## src/rtl/fetch_ctrl_pkg.sv

```systemverilog
// fetch_ctrl_pkg: shared FSM encoding, reset PC default and alignment helper
package fetch_ctrl_pkg;
  typedef enum logic [1:0] {IDLE = 2'd0, REQ = 2'd1, WAIT = 2'd2} state_t;
  localparam logic [31:0] RESET_PC_DEF = 32'h0000_0000;
  localparam logic [31:0] ALIGN_MASK = 32'hFFFF_FFFC;
  function automatic logic [31:0] align_pc(input logic [31:0] a);
    return a & ALIGN_MASK;
  endfunction
endpackage

```

## src/rtl/fetch_ctrl_if.sv

```systemverilog
// fetch_ctrl_if: redirect, instruction-memory and decode-side signals of the fetch unit
interface fetch_ctrl_if;
  logic        i_flush_sig;
  logic [31:0] i_flush_data;
  logic        i_branch_sig;
  logic [31:0] i_branch_data;
  logic        i_stall;
  logic        o_mem_req;
  logic [31:0] o_mem_addr;
  logic        i_mem_gnt;
  logic        i_mem_rvalid;
  logic [31:0] i_mem_rdata;
  logic        o_inst_valid;
  logic [31:0] o_inst;
  logic [31:0] o_inst_pc;
  modport master (
    input  i_flush_sig, i_flush_data, i_branch_sig, i_branch_data, i_stall,
    input  i_mem_gnt, i_mem_rvalid, i_mem_rdata,
    output o_mem_req, o_mem_addr, o_inst_valid, o_inst, o_inst_pc
  );
  modport slave (
    output i_flush_sig, i_flush_data, i_branch_sig, i_branch_data, i_stall,
    output i_mem_gnt, i_mem_rvalid, i_mem_rdata,
    input  o_mem_req, o_mem_addr, o_inst_valid, o_inst, o_inst_pc
  );
endinterface

```

## src/rtl/fetch_next_pc.sv

```systemverilog
// fetch_next_pc: priority select of the next word-aligned pc (flush > branch > pc+4)
module fetch_next_pc
  import fetch_ctrl_pkg::*;
(
  input  logic        flush_i,
  input  logic [31:0] flush_data_i,
  input  logic        branch_i,
  input  logic [31:0] branch_data_i,
  input  logic [31:0] pc_i,
  output logic [31:0] next_pc_o
);
  // Redirect targets win over sequential increment; low address bits are dropped
  always_comb begin
    next_pc_o = align_pc(flush_i ? flush_data_i : branch_i ? branch_data_i : pc_i + 32'd4);
  end
endmodule

```

## src/rtl/fetch_ctrl.sv

```systemverilog
// fetch_ctrl: single-outstanding instruction fetch FSM with redirect and decode stall
module fetch_ctrl
  import fetch_ctrl_pkg::*;
#(
  parameter logic [31:0] RESET_PC = RESET_PC_DEF
) (
  input logic          i_clk,
  input logic          i_rst,
  fetch_ctrl_if.master bus
);
  state_t      state_q, state_d;
  logic [31:0] pc_q, pc_d, next_pc;
  logic        discard_q, discard_d;
  logic        valid_q, valid_d;
  logic [31:0] inst_q, inst_d;
  logic [31:0] ipc_q, ipc_d;
  logic        redirect, mem_req, grant, rvalid, capture;

  assign redirect = bus.i_flush_sig || bus.i_branch_sig;
  assign grant    = mem_req && bus.i_mem_gnt;
  assign rvalid   = state_q == WAIT && bus.i_mem_rvalid;
  assign capture  = rvalid && !discard_q && !redirect;

  fetch_next_pc u_next_pc (
    .flush_i       (bus.i_flush_sig),
    .flush_data_i  (bus.i_flush_data),
    .branch_i      (bus.i_branch_sig),
    .branch_data_i (bus.i_branch_data),
    .pc_i          (pc_q),
    .next_pc_o     (next_pc)
  );

  // State register; reset abandons any outstanding request
  always_ff @(posedge i_clk or posedge i_rst) begin
    if (i_rst) state_q <= IDLE;
    else       state_q <= state_d;
  end

  // Next state: leave IDLE at once, wait for grant, then for the single response
  always_comb begin
    state_d = state_q == REQ  ? (grant ? WAIT : REQ) :
              state_q == WAIT ? (bus.i_mem_rvalid ? REQ : WAIT) : REQ;
  end

  // Outputs: request only when the output slot is free or draining this cycle
  always_comb begin
    mem_req          = state_q == REQ && (!valid_q || !bus.i_stall);
    bus.o_mem_req    = mem_req;
    bus.o_mem_addr   = pc_q;
    bus.o_inst_valid = valid_q;
    bus.o_inst       = inst_q;
    bus.o_inst_pc    = ipc_q;
  end

  // Datapath next values: redirect kills the slot and marks an in-flight response stale
  always_comb begin
    pc_d      = (redirect || capture) ? next_pc : pc_q;
    discard_d = state_q == REQ  ? (discard_q || (redirect && grant)) :
                state_q == WAIT ? (!bus.i_mem_rvalid && (discard_q || redirect)) : discard_q;
    valid_d   = redirect ? 1'b0 : capture ? 1'b1 : valid_q && bus.i_stall;
    inst_d    = capture ? bus.i_mem_rdata : inst_q;
    ipc_d     = capture ? pc_q : ipc_q;
  end

  // Datapath registers; pc is kept word aligned at all times
  always_ff @(posedge i_clk or posedge i_rst) begin
    if (i_rst) begin
      pc_q      <= align_pc(RESET_PC);
      discard_q <= 1'b0;
      valid_q   <= 1'b0;
      inst_q    <= '0;
      ipc_q     <= '0;
    end else begin
      pc_q      <= pc_d;
      discard_q <= discard_d;
      valid_q   <= valid_d;
      inst_q    <= inst_d;
      ipc_q     <= ipc_d;
    end
  end
endmodule

```

## src/flat_wrapper.sv

```systemverilog
// flat-port wrapper written by rule: the top's interface ports become plain ports
module fetch_ctrl_flat import fetch_ctrl_pkg::*;
#(
  parameter logic [31:0] RESET_PC = RESET_PC_DEF
)
  (i_clk, i_rst, bus_i_flush_sig, bus_i_flush_data, bus_i_branch_sig, bus_i_branch_data, bus_i_stall, bus_i_mem_gnt, bus_i_mem_rvalid, bus_i_mem_rdata, bus_o_mem_req, bus_o_mem_addr, bus_o_inst_valid, bus_o_inst, bus_o_inst_pc);
  fetch_ctrl_if bus_i ();
  input logic i_clk;
  input logic i_rst;
  input wire logic [$bits(bus_i.i_flush_sig)-1:0] bus_i_flush_sig;
  input wire logic [$bits(bus_i.i_flush_data)-1:0] bus_i_flush_data;
  input wire logic [$bits(bus_i.i_branch_sig)-1:0] bus_i_branch_sig;
  input wire logic [$bits(bus_i.i_branch_data)-1:0] bus_i_branch_data;
  input wire logic [$bits(bus_i.i_stall)-1:0] bus_i_stall;
  input wire logic [$bits(bus_i.i_mem_gnt)-1:0] bus_i_mem_gnt;
  input wire logic [$bits(bus_i.i_mem_rvalid)-1:0] bus_i_mem_rvalid;
  input wire logic [$bits(bus_i.i_mem_rdata)-1:0] bus_i_mem_rdata;
  output wire logic [$bits(bus_i.o_mem_req)-1:0] bus_o_mem_req;
  output wire logic [$bits(bus_i.o_mem_addr)-1:0] bus_o_mem_addr;
  output wire logic [$bits(bus_i.o_inst_valid)-1:0] bus_o_inst_valid;
  output wire logic [$bits(bus_i.o_inst)-1:0] bus_o_inst;
  output wire logic [$bits(bus_i.o_inst_pc)-1:0] bus_o_inst_pc;
  assign bus_i.i_flush_sig = bus_i_flush_sig;
  assign bus_i.i_flush_data = bus_i_flush_data;
  assign bus_i.i_branch_sig = bus_i_branch_sig;
  assign bus_i.i_branch_data = bus_i_branch_data;
  assign bus_i.i_stall = bus_i_stall;
  assign bus_i.i_mem_gnt = bus_i_mem_gnt;
  assign bus_i.i_mem_rvalid = bus_i_mem_rvalid;
  assign bus_i.i_mem_rdata = bus_i_mem_rdata;
  assign bus_o_mem_req = bus_i.o_mem_req;
  assign bus_o_mem_addr = bus_i.o_mem_addr;
  assign bus_o_inst_valid = bus_i.o_inst_valid;
  assign bus_o_inst = bus_i.o_inst;
  assign bus_o_inst_pc = bus_i.o_inst_pc;
  fetch_ctrl #(.RESET_PC(RESET_PC)) u_core (.i_clk(i_clk), .i_rst(i_rst), .bus(bus_i));
endmodule
```

## config.mk

```make
export PLATFORM = sky130hd
export DESIGN_NAME = fetch_ctrl_flat
export DESIGN_NICKNAME = d
export VERILOG_FILES = /design/src/rtl/fetch_ctrl_pkg.sv /design/src/rtl/fetch_ctrl_if.sv /design/src/rtl/fetch_next_pc.sv /design/src/rtl/fetch_ctrl.sv /design/src/flat_wrapper.sv
export SDC_FILE = /design/constraint.sdc
export NUM_CORES = 1
export LEC_CHECK = 0
export ABC_AREA = 1
export BUFFER_PORTS_ARGS = -buffer_cell sky130_fd_sc_hd__buf_2
export CAP_MARGIN = 20
export CORE_AREA = 4 4 113 115
export DETAILED_ROUTE_END_ITERATION = 10
export DIE_AREA = 0 0 117 119
export GPL_TIMING_DRIVEN = 0
export PLACE_DENSITY = 0.75
export RECOVER_POWER = 100
export SLEW_MARGIN = 40
export SYNTH_ARGS = -nofsm -noshare
export SYNTH_HDL_FRONTEND = slang
export SYNTH_SLANG_ARGS = --single-unit
```

## constraint.sdc

```tcl
create_clock -name i_clk -period 3.8 [get_ports i_clk]
set_clock_uncertainty 0.2 [all_clocks]
set_input_delay 1.14 -clock i_clk [delete_from_list [all_inputs] [get_ports i_clk]]
set_output_delay 1.14 -clock i_clk [all_outputs]
set_load 0.1 [all_outputs]
```

==> results.json <==
{
  "max_freq_ghz": 0.306,
  "drt-total-wl_um": 16100,
  "io_pins": 201,
  "ys_ff_latch": 96,
  "holdBufCountCts": 0,
  "cp-start-kind": "primary input",
  "synth.distinct_cells": 32,
  "antenna_found_initial": 2,
  "fp-row-count": 40,
  "seq_area_frac_synth": 0.474,
  "vias": 4985,
  "die_w_um": 117,
  "synth_commonest_cells": "134 x nand2_1, 96 x dfrtp_1, 94 x nor2_1",
  "routed_via_density": 5.09,
  "grt_max_degree": 29,
  "postCtsSetupBuffers": 0,
  "yosys.area.top_type_share": 0.474,
  "critPathSlowestCell": "clkbuf_2",
  "gp_congestion": 0.951,
  "design_area_um2": 6390,
  "hpwl_um": 12800,
  "layout.nets": 933,
  "overflow": 0,
  "drtPass1Iterations": 6,
  "cts_resized": 0,
  "slowest_delay_ns": 0.49,
  "clk_latency_ns": 0.34,
  "cp.arrival_ns": 1.93,
  "slew_headroom": 0.0641,
  "internal-power_w": 0.00206,
  "final_core_util": 0.541,
  "cts_buffer_depth": 2,
  "drc": 0,
  "io_buffers": 191,
  "power_w": 0.00453,
  "grt_pass1_wl_um": 24500,
  "swShare": 0.545,
  "drive_above_1_share": 0.212,
  "p_leak_nw": 3.16,
  "cts-buffers-inserted": 9,
  "die_area_um2": 13900,
  "path_max_fanout": 2,
  "switchingPower_w": 0.00247,
  "core_area_um2": 11800,
  "grt_pass1_vias": 4786,
  "yosysMostFrequentCell": "nand2_1",
  "hold_path_class": "reg2reg",
  "drt_iter0_drc": 355,
  "p_seq_frac": 0.306,
  "fin_setup_tns_ns": 0,
  "root_buffer": "clkbuf_16",
  "drv_cap": 0,
  "cts_tree": "built",
  "synth.avg_cell_area_um2": 8.19,
  "synth.largest_area_cell": "dfrtp_1",
  "required_ns": 2.46,
  "power_density_nw_per_um2": 709,
  "placed_area_um2": 6290,
  "path_class": "in2out",
  "yosysWarnings": 0,
  "post-route-period-util": 0.860,
  "worstMarginPinSlew_ns": 1.40,
  "path_cells": "buf_2 -> a21oi_1 -> clkbuf_2",
  "synthTopCellsByArea": "dfrtp_1 47%, nand2_1 9.9%, mux2_2 7.8%",
  "ant_nets": 0,
  "rsz0062_at_grt": "no",
  "setup_violations": 0,
  "slew_violations": 0,
  "status": "complete, no violations",
  "period_minus_slack_ns": 3.27,
  "initial_core_util": 0.429,
  "combPwrFrac": 0.497,
  "clock_power_share": 0.198,
  "rr_worst_depth": 9,
  "syn-cell-area_um2": 5070,
  "synth_ff_type": "dfrtp_1",
  "whs_path_depth": 2,
  "die_h_um": 119,
  "clk_pin_slew_worst_paths_ns": 0.06,
  "cts.sinks": 96,
  "synth_edf_count": 0,
  "grtUsageTotal": 0.226,
  "synthArstFlopShare": 1.00,
  "netlist_instances": 619,
  "htree_levels": 3,
  "fillerInstances": 1198,
  "wl_per_cell_um": 16.5,
  "area_growth_syn_to_layout_pct": 26.0,
  "endpoint_kind": "output pin",
  "vdd_ir_drop_max_mv": 0.247,
  "final_hold_viol_count": 0
}
==> critical path: cells and delay by family <==
kind	cells	cell delay (ns)
buffers and inverters	2	0.59
AO/OA/AOI/OAI	1	0.18
==> cell usage in the layout (no fill, tap or decap), types with 3 or more instances in the layout <==
cell,netlist,final
mux2_2,35,35
buf_2,10,99
ha_1,3,3
xor2_1,4,4
nand2_1,134,134
a21oi_1,41,41
nand3_1,40,40
o211ai_1,4,4
nor2_2,6,5
a22oi_1,10,10
nor2_4,4,4
conb_1,1,4
nor2_1,94,95
dfrtp_1,96,96
nand2_2,6,6
clkbuf_16,0,9
buf_4,6,4
inv_1,46,45
o21ai_0,45,45
clkbuf_1,13,123
a31oi_1,3,3
==> worst paths after layout <==
path	startpoint	end	slack, ns
worst max-delay path	bus_i_stall	bus_o_mem_req	0.53
worst min-delay path	u_core.bus.o_inst_pc[9]	u_core.bus.o_inst_pc[9]	0.29
worst max register to register	u_core.state_q[0]	u_core.bus.o_inst_pc[16]	1.36
worst min register to register	u_core.bus.o_inst_pc[9]	u_core.bus.o_inst_pc[9]	0.29
max in group asynchronous	i_rst	u_core.bus.o_inst[1]	0.93
min in group asynchronous	i_rst	u_core.bus.o_inst[17]	0.74
==> per-stage QoR <==
step	hold slack, ns	instances	worst slack, ns
6_report	0.287	979	0.533
2_1_floorplan	0.315	622	0.417
5_1_grt	0.308	979	0.405
3_3_place_gp	0.262	960	0.625
4_1_cts	0.291	978	0.623
3_5_place_dp	0.273	963	0.625
==> final cells by class <==
type                       count  area (um2)  area share
antenna                        1        2.50    0.000392
buffer                        31         135      0.0212
clock buffer                  12         246      0.0386
clock inverter                 3        42.5     0.00666
inverter                      48         181      0.0284
multi-input combinational    447        2340       0.367
sequential                    96        2400       0.376
tap                          147         184      0.0288
timing repair buffer         194         850       0.133
==> power groups by stage <==
stage                     Clock (W)  Sequential, W  Combinational (W)
final                      0.000895        0.00139            0.00225
after global routing       0.000952        0.00141            0.00235
after CTS                  0.000909        0.00138            0.00233
after detailed placement          0        0.00140            0.00232
after global placement            0        0.00138            0.00231
after floorplan                   0        0.00287           0.000417
==> per-layer routing <==
| layer | up-vias | wire length, um | global-route usage |
|---|---|---|---|
| li1 | 2418 | - | - |
| met1 | 2294 | 6790 | 0.288 |
| met2 | 249 | 7380 | 0.362 |
| met3 | 22 | 1640 | 0.0711 |
| met4 | 2 | 290 | 0.0731 |
| met5 | - | 13 | 0 |
==> sequential cells by signal (all words and copies together), names as in the netlist <==
signal,cells
u_core.bus.o_inst_pc,30
u_core.bus.o_inst_valid,1
u_core.bus.o_inst,32
u_core.state_q,2
u_core.bus.o_mem_addr,30
u_core.discard_q,1
==> logic make-up (layout without fill, tap and decap cells) <==
family          count (synthesis)  after routing  share of synthesized area
simple gates                  292            292                      0.250
other cells                     1              5                   0.000740
xor+xnor                        5              5                    0.00864
flops                          96             96                      0.474
compound gates                108            108                      0.116
buf+inv                        79            288                     0.0654
mux                            35             35                     0.0778
fa+ha+maj                       3              3                    0.00741
Note: power is estimated with default switching activity, not from simulation.
